===== src/rtl/light_sequence_monitor.sv =====
// Passive lamp-pattern checker: decodes intersection state, tracks dwell,
// and latches the first encoding/conflict/sequence/dwell violation.
module light_sequence_monitor #(
  parameter int MIN_G = 4,
  parameter int MIN_Y = 3,
  parameter int DW_W  = 8,
  parameter int CNT_W = 16
) (
  input  logic             clk,
  input  logic             R,
  input  logic             EN,
  input  logic             NR,
  input  logic             NG,
  input  logic             NY,
  input  logic             ER,
  input  logic             EG,
  input  logic             EY,
  output logic             err,
  output logic [2:0]       err_code,
  output logic [2:0]       obs_state,
  output logic [DW_W-1:0]  dwell,
  output logic [CNT_W-1:0] cycle_cnt
);

  typedef enum logic [2:0] {
    INIT  = 3'd0,
    S_NG  = 3'd1,
    S_NY  = 3'd2,
    S_AR  = 3'd3,
    S_EG  = 3'd4,
    S_EY  = 3'd5,
    S_BAD = 3'd7
  } st_t;

  localparam logic [DW_W-1:0] MIN_G_W = DW_W'(MIN_G);
  localparam logic [DW_W-1:0] MIN_Y_W = DW_W'(MIN_Y);

  st_t              state_q, state_d, dec;
  logic [DW_W-1:0]  dwell_q, dwell_d;
  logic [CNT_W-1:0] cnt_q, cnt_d;
  logic             seen_q, seen_d;
  logic             err_q, err_d;
  logic [2:0]       code_q, code_d;

  logic             oh_bad, conflict, good, leave, legal;
  logic             y_short, g_short;
  logic [2:0]       code_now;

  always_comb begin
    oh_bad   = !$onehot({NR, NG, NY}) || !$onehot({ER, EG, EY});
    conflict = (NG | NY) & (EG | EY);
    case ({NR, NG, NY, ER, EG, EY})
      6'b010_100: dec = S_NG;
      6'b001_100: dec = S_NY;
      6'b100_100: dec = S_AR;
      6'b100_010: dec = S_EG;
      6'b100_001: dec = S_EY;
      default:    dec = S_BAD;
    endcase
  end

  always_comb begin
    good  = (state_q != INIT) && (state_q != S_BAD);
    leave = good && (dec != state_q);
    case (state_q)
      S_NG:    legal = (dec == S_NY);
      S_NY:    legal = (dec == S_AR) || (dec == S_EG);
      S_AR:    legal = (dec == S_NG) || (dec == S_EG);
      S_EG:    legal = (dec == S_EY);
      S_EY:    legal = (dec == S_AR) || (dec == S_NG);
      default: legal = 1'b0;
    endcase
    y_short = leave && (state_q == S_NY || state_q == S_EY)
              && (dwell_q < MIN_Y_W);
    g_short = leave && (state_q == S_NG || state_q == S_EG)
              && (dwell_q < MIN_G_W);
    if (oh_bad)              code_now = 3'd1;
    else if (conflict)       code_now = 3'd2;
    else if (leave && !legal) code_now = 3'd3;
    else if (y_short)        code_now = 3'd4;
    else if (g_short)        code_now = 3'd5;
    else                     code_now = 3'd0;
  end

  always_comb begin
    state_d = state_q;
    dwell_d = dwell_q;
    cnt_d   = cnt_q;
    seen_d  = seen_q;
    err_d   = err_q;
    code_d  = code_q;
    if (EN) begin
      state_d = dec;
      if (dec == state_q)
        dwell_d = (&dwell_q) ? dwell_q : dwell_q + 1'b1;
      else
        dwell_d = {{(DW_W-1){1'b0}}, 1'b1};
      // only the first violation is kept
      if (!err_q && code_now != 3'd0) begin
        err_d  = 1'b1;
        code_d = code_now;
      end
      if (dec == S_EG && state_q != S_EG)
        seen_d = 1'b1;
      if (dec == S_NG && state_q != S_NG && seen_q) begin
        cnt_d  = (&cnt_q) ? cnt_q : cnt_q + 1'b1;
        seen_d = 1'b0;
      end
    end
  end

  always_ff @(posedge clk) begin
    if (R) begin
      state_q <= INIT;
      dwell_q <= '0;
      cnt_q   <= '0;
      seen_q  <= 1'b0;
      err_q   <= 1'b0;
      code_q  <= 3'd0;
    end else begin
      state_q <= state_d;
      dwell_q <= dwell_d;
      cnt_q   <= cnt_d;
      seen_q  <= seen_d;
      err_q   <= err_d;
      code_q  <= code_d;
    end
  end

  assign err       = err_q;
  assign err_code  = code_q;
  assign obs_state = state_q;
  assign dwell     = dwell_q;
  assign cycle_cnt = cnt_q;

endmodule


===== config.mk =====
export PLATFORM = sky130hd
export DESIGN_NAME = light_sequence_monitor
export DESIGN_NICKNAME = d
export VERILOG_FILES = /design/src/rtl/light_sequence_monitor.sv
export SDC_FILE = /design/constraint.sdc
export NUM_CORES = 1
export LEC_CHECK = 0
export ABC_AREA = 1
export ABC_CLOCK_PERIOD_IN_PS = 2450
export BUFFER_PORTS_ARGS = -buffer_cell sky130_fd_sc_hd__buf_2
export CORE_AREA = 3 3 66 68
export DETAILED_ROUTE_END_ITERATION = 16
export DIE_AREA = 0 0 69 71
export GPL_TIMING_DRIVEN = 0
export PLACE_DENSITY = 0.77
export SLEW_MARGIN = 0
export SYNTH_ARGS = -nofsm -noshare
export SYNTH_HDL_FRONTEND = slang
export SYNTH_SLANG_ARGS = --single-unit
export TNS_END_PERCENT = 1

===== constraint.sdc =====
create_clock -name clk -period 2.45 [get_ports clk]
set_input_delay 0.3675 -clock clk [delete_from_list [all_inputs] [get_ports clk]]
set_output_delay 0.3675 -clock clk [all_outputs]
set_load 0.01 [all_outputs]

After elaboration in Yosys (flattened, before gate mapping)
Cells that the tools add are included.
{"block": "word_totals", "elab_cells": 82, "output_inout_bits": 31, "inputBits": 9, "reg_bits": 32}
{"block": "op_classes", "order_cmp": 2, "eq_ne": 23, "n_reduce_logical": 30, "mux": 11, "n_addsub": 6, "bitwise_logic": 4}
{"op": "equality test 6 bit, second input constant", "n": 3}
{"op": "adder 16 x 1 -> 16 bit, second input constant", "n": 1}
{"op": "2-to-1 mux 8 bit", "n": 2}
{"op": "AND reduction 16 bit", "n": 1}
{"op": "2-to-1 mux 3 bit", "n": 5}
{"op": "case mux 3 bit (5 select lines)", "n": 1}
{"op": "equality test 3 x 2 -> 1 bit, second input constant", "n": 4}
{"op": "equality test 3 bit, second input constant", "n": 4}
{"op": "logical AND 1 bit", "n": 11}
{"op": "adder 8 x 1 -> 8 bit, second input constant", "n": 1}
{"op": "less-than comparator 8 x 2 -> 1 bit, second input constant", "n": 1}
{"op": "less-than comparator 8 x 3 -> 1 bit, second input constant", "n": 1}
{"op": "AND reduction 8 bit", "n": 1}
{"op": "equality test 3 x 1 -> 1 bit, second input constant", "n": 2}
{"op": "equality test 6 x 4 -> 1 bit, second input constant", "n": 1}
{"op": "equality test 6 x 5 -> 1 bit, second input constant", "n": 1}
{"op": "logical OR 1 bit", "n": 6}
{"op": "!= test 3 bit, second input constant", "n": 2}
{"op": "AND reduction 2 bit", "n": 3}
{"op": "nonzero test 3 bit", "n": 2}
{"op": "case mux 1 bit (5 select lines)", "n": 1}
{"op": "adder 1 x 1 -> 2 bit", "n": 2}
{"op": "adder 2 x 1 -> 2 bit", "n": 2}
{"op": "equality test 2 x 1 -> 1 bit, second input constant", "n": 2}
{"op": "11 further kinds", "n": 16}

Logic depth before layout (Yosys ltp)
{"block": "depth", "word_depth": 14, "depth_mapped": 15, "depth_no_buf": 15}

Least setup slack after synthesis
Ideal clock, no wire load.
{"block": "synth_path", "path_type": "reg2reg", "start": "reg state_q[2] (netlist: obs_state[2])", "end": "reg cnt_q[11] (netlist: cycle_cnt[11])", "stages_incl_launch_ff": 10, "arrival_ns": 1.683, "setup_time_ns": 0.115, "t_required_ns": 2.335, "setup_slack_ns": 0.653, "synth_period_minus_slack_ns": 1.797, "n_path_buf": 1, "path_cell_list": "dfxtp_1 -> clkbuf_1 -> nor2_1 -> nor4_4 -> nand2_4 -> nor3_4 -> nand2_2 -> nor3_4 -> a21oi_1 -> o21a_1"}
{"block": "synth_via", "elab_chain_cells": 4}
{"item": "start: declaration", "line_no": "38", "rtl": "st_t state_q, state_d, dec;"}
{"item": "start signal: assignment", "line_no": "121", "rtl": "state_q <= state_d;"}
{"item": "!= test 3 x 1 -> 1 bit", "line_no": "105", "rtl": "if (dec == S_NG && state_q != S_NG && seen_q) begin"}
{"item": "logical AND 1 bit (2 in series)", "line_no": "105"}
{"item": "AND reduction 3 bit (no line)"}
{"item": "end signal: assignment", "line_no": "123", "rtl": "cnt_q <= cnt_d;"}
{"item": "end: declaration", "line_no": "40", "rtl": "logic [CNT_W-1:0] cnt_q, cnt_d;"}
Every way passes these cells.
A chain may end at the register's enable or synchronous reset.

Final worst setup path
{"block": "layout_path", "start": "reg state_q[2] (netlist: obs_state[2])", "end": "reg cnt_q[7] (netlist: cycle_cnt[7])"}
The elaborated chain is that of the path after synthesis.

==> results.yml <==
timing:
  layout_setup_ws_ns: 0.484
  timing_worst_slew_pin_value_ns: 0.549
  tns_ns: 0
  setup_viol: 0
  slew_headroom_pct: 63.4
  clock-skew-final_ns: 0.00601
  min_period_over_period_pct: 80.3
  final_hold_viol_count: 0
  timing.final.max_slew_violations: 0
  final.min_clock_period_ns: 1.97
  grt_setup_unrepaired: "false"
  maxClockFrequency_ghz: 0.509
worst_setup_path:
  timing.critical_path.fanout_max: 10
  rr_endpoint: "cycle_cnt[7]"
  critical_path.max_stage_delay_ns: 0.32
  worst-r2r-setup-slack_ns: 0.48
  worst_path_dominant_cell_family: "simple AND/OR/NAND/NOR gates"
  critical_path_arrival_ns: 2.15
  rr_worst_depth: 10
  critPathKind: "flip-flop to flip-flop"
  most_numerous_cell_on_the_critical_path: "sky130_fd_sc_hd__nor2_1"
  critPathCaptureType: "flip-flop"
  setup.worst_path.start_class: "flip-flop"
  rr_startpoint: "obs_state[2]"
  timing.critical_path.buf_inv: 1
  crit_path_cell_trace: "clkbuf_1 > nor2_1 > nor4_4 > nand2_4 > nor3_4 > nand2_2 > nor2_1 > nand2_1 > o21ai_1 > a21oi_1"
  worst_ep_required_time_ns: 2.63
  timing.critical_path.slowest_stage_cell: "sky130_fd_sc_hd__dfxtp_1"
worst_hold_path:
  hold_path_depth: 2
  min-delay-path-class: "input port to flip-flop"
  worst_min_delay_path_startpoint: "EN"
  min_to: "obs_state[1]"
cts:
  clk_pin_slew_ns: 0.07
  cts.sinks: 32
  cts_inserted_buffers: 5
  post-cts-setup-buffers: 0
  ctsRootBufferMaster: "sky130_fd_sc_hd__clkbuf_8"
  cts.path.max_buffers: 2
  cts_hold_repair.buffers: 0
  clk-insertion-delay-late_ns: 0.28
  cts_repair_resize_count: 0
  htree_num_levels: 2
  tritoncts_clock_tree: "built"
drt:
  route.detailed.vias_per_inst: 5.31
  first_pass_iters: 4
  route.final.wire_length_microns: 4580
  drt_iter0_markers: 146
  routed-via-count: 2061
  ant_nets: 0
  drc: 0
  avgRoutedWirePerCell_microns: 11.8
global_routing:
  via_count_of_the_first_global_routing_pass: 1866
  globalRouteTotalUtil_pct: 19.2
  global_route_wire_length_before_repair_microns: 7870
  grt_start_max_net_pins: 11
  globalRoute.totalOverflow: 0
  grt_antenna_before_repair: 0
logic_synthesis:
  synth-seq-area-share_pct: 30.9
  dominantRegCellSynth: "sky130_fd_sc_hd__dfxtp_1"
  synth.distinct_cells: 37
  yosys.area.top_type_share_pct: 30.9
  synth-async-reset-ratio_pct: 0
  yosysTopAreaCell: "sky130_fd_sc_hd__dfxtp_1"
  ys_warn_count: 0
  synth_edf_count: 0
  synth_top_cells_by_area: "sky130_fd_sc_hd__dfxtp_1 31%, sky130_fd_sc_hd__nand2_1 10%, sky130_fd_sc_hd__nand3_1 6.0%, sky130_fd_sc_hd__inv_1 5.3%, sky130_fd_sc_hd__nor2_1 5.3%"
  cell_count_after_synthesis: 292
  post_synthesis_net_count: 305
  summed_instance_area_of_the_synthesized_netlist_sq_um: 2070
  yosys_register_bits: 32
  synth.avg_cell_area_sq_um: 7.10
run_status:
  result_of_the_run: "completed"
pwr:
  total_power_mw: 1.13
  power_per_cell_area_nw_per_um2: 467
  leakage_nw: 1.11
  seqPwrFrac_pct: 48.0
  p_sw_share_pct: 28.0
  cellInternalPower_uw: 813
  net-switching-power_uw: 316
  irDropWorstVdd_mv: 0.310
  pwr-share-comb_pct: 14.1
  pwr-share-clk_pct: 37.9
cells_and_area:
  area_occupied_by_registers_sq_um: 641
  post_layout_nonfiller_instances: 388
  fill_cells: 369
  area_growth_syn_to_layout_pct: 16.7
  design_area_sq_um: 2420
  layout-drive-gt1-share_pct: 25.4
  number_of_inserted_diodes: 0
  multi_input_area_sq_um: 1280
  layout.cells.most_common_list: "55 x sky130_fd_sc_hd__nand2_1, 38 x sky130_fd_sc_hd__buf_2, 32 x sky130_fd_sc_hd__dfxtp_1"
  num-nets-final: 350
  mostFrequentLayoutCell: "sky130_fd_sc_hd__nand2_1"
placed_design:
  place_hpwl_microns: 3590
  dp_cells: 380
  globalplace.congestion: 0.863
  pre_cts_slack_ns: 0.364
  dpl_cell_area_sq_um: 2320
  port-buffer-count: 38
floorplan:
  fp.dieW_microns: 69
  die_area_sq_um: 4900
  ports: 40
  die_ht_microns: 71
  starting_utilization_of_the_core_area_pct: 52.9
  core_area_sq_um: 3910
  placement_rows: 23
flow_run:
  cap_viol_max_count: 0
==> cells by family (layout without fill, tap and decap cells) <==
family                   Yosys count  count (layout)  share of synthesized area (%)
adder cells (fa/ha/maj)            4               4                           3.14
AO/OA/AOI/OAI                     49              49                           13.3
AND/OR/NAND/NOR                  162             162                           43.1
buffers and inverters             41              87                           7.49
flip-flops                        32              32                           30.9
XOR/XNOR                           4               4                           2.05
==> metrics by stage <==
stage	hold slack [ns]	utilization [%]
4_1_cts	0.431	61.8
3_3_place_gp	0.446	59.4
6_report	0.426	61.8
2_1_floorplan	0.462	-
3_5_place_dp	0.460	59.4
5_1_grt	0.459	61.8
==> power groups by stage <==
stage / sequential (mW) / clock (mW) / combinational (mW)
2_1_floorplan: 0.557 / 0 / 0.109
3_5_place_dp: 0.553 / 0 / 0.160
5_1_grt: 0.544 / 0.451 / 0.181
4_1_cts: 0.542 / 0.434 / 0.160
6_report: 0.541 / 0.428 / 0.159
3_3_place_gp: 0.553 / 0 / 0.157
==> cell type report <==
type,count,share of cell area [%]
multi-input combinational,219,52.8
sequential,32,26.5
timing repair buffer,38,7.86
inverter,37,5.79
clock buffer,7,3.57
tap,50,2.59
buffer,4,0.621
clock inverter,1,0.310
==> synth_stat cells, types with 3 or more instances <==
master                     number
sky130_fd_sc_hd__dfxtp_1       32
sky130_fd_sc_hd__inv_2          7
sky130_fd_sc_hd__nand3b_1       3
sky130_fd_sc_hd__o21ai_1        5
sky130_fd_sc_hd__nand2_1       55
sky130_fd_sc_hd__o21a_1         3
sky130_fd_sc_hd__xor2_1         3
sky130_fd_sc_hd__nand4_1        8
sky130_fd_sc_hd__a21oi_1       19
sky130_fd_sc_hd__nor2_4         4
sky130_fd_sc_hd__nor3_1         7
sky130_fd_sc_hd__o21ai_0       13
sky130_fd_sc_hd__nor2_1        29
sky130_fd_sc_hd__a31oi_1        3
sky130_fd_sc_hd__clkbuf_1       4
sky130_fd_sc_hd__nand3_2        5
sky130_fd_sc_hd__nand3_1       25
sky130_fd_sc_hd__a211oi_1       3
sky130_fd_sc_hd__nand2_2        8
sky130_fd_sc_hd__nand2_4        4
sky130_fd_sc_hd__inv_1         29
==> metal layers <==
layer  wire (microns)  global-route usage, %
met1             2000                   22.6
met2             2230                   33.8
met3              285                   4.69
met4               72                   7.38
met5                0                      0
==> worst reg2reg max path, delay by kind of cell (launching register included) <==
kind	cells	cell delay (ns)
DFF	1	0.32
and+or+nand+nor	7	1.08
buffers and inverters	1	0.29
AOI/OAI and AO/OA	2	0.18
==> worst max path at each step <==
| stage | start | to | slack [ns] | cells after the start |
|---|---|---|---|---|
| global route | obs_state[2] | cycle_cnt[7] | 0.26 | 10 |
| detailed placement | EG | cycle_cnt[13] | 0.36 | 13 |
| CTS | obs_state[2] | cycle_cnt[7] | 0.48 | 10 |
| global placement | EG | cycle_cnt[7] | 0.38 | 13 |
| floorplan | obs_state[2] | cycle_cnt[11] | 0.65 | 9 |
| finish | obs_state[2] | cycle_cnt[7] | 0.48 | 10 |
==> state kept, by name (all words and copies together), names as in the netlist <==
register,count
cycle_cnt,16
dwell,8
err_code,3
obs_state,3
err,1
seen_q,1
No activity file was read; power rests on OpenSTA's default activity.
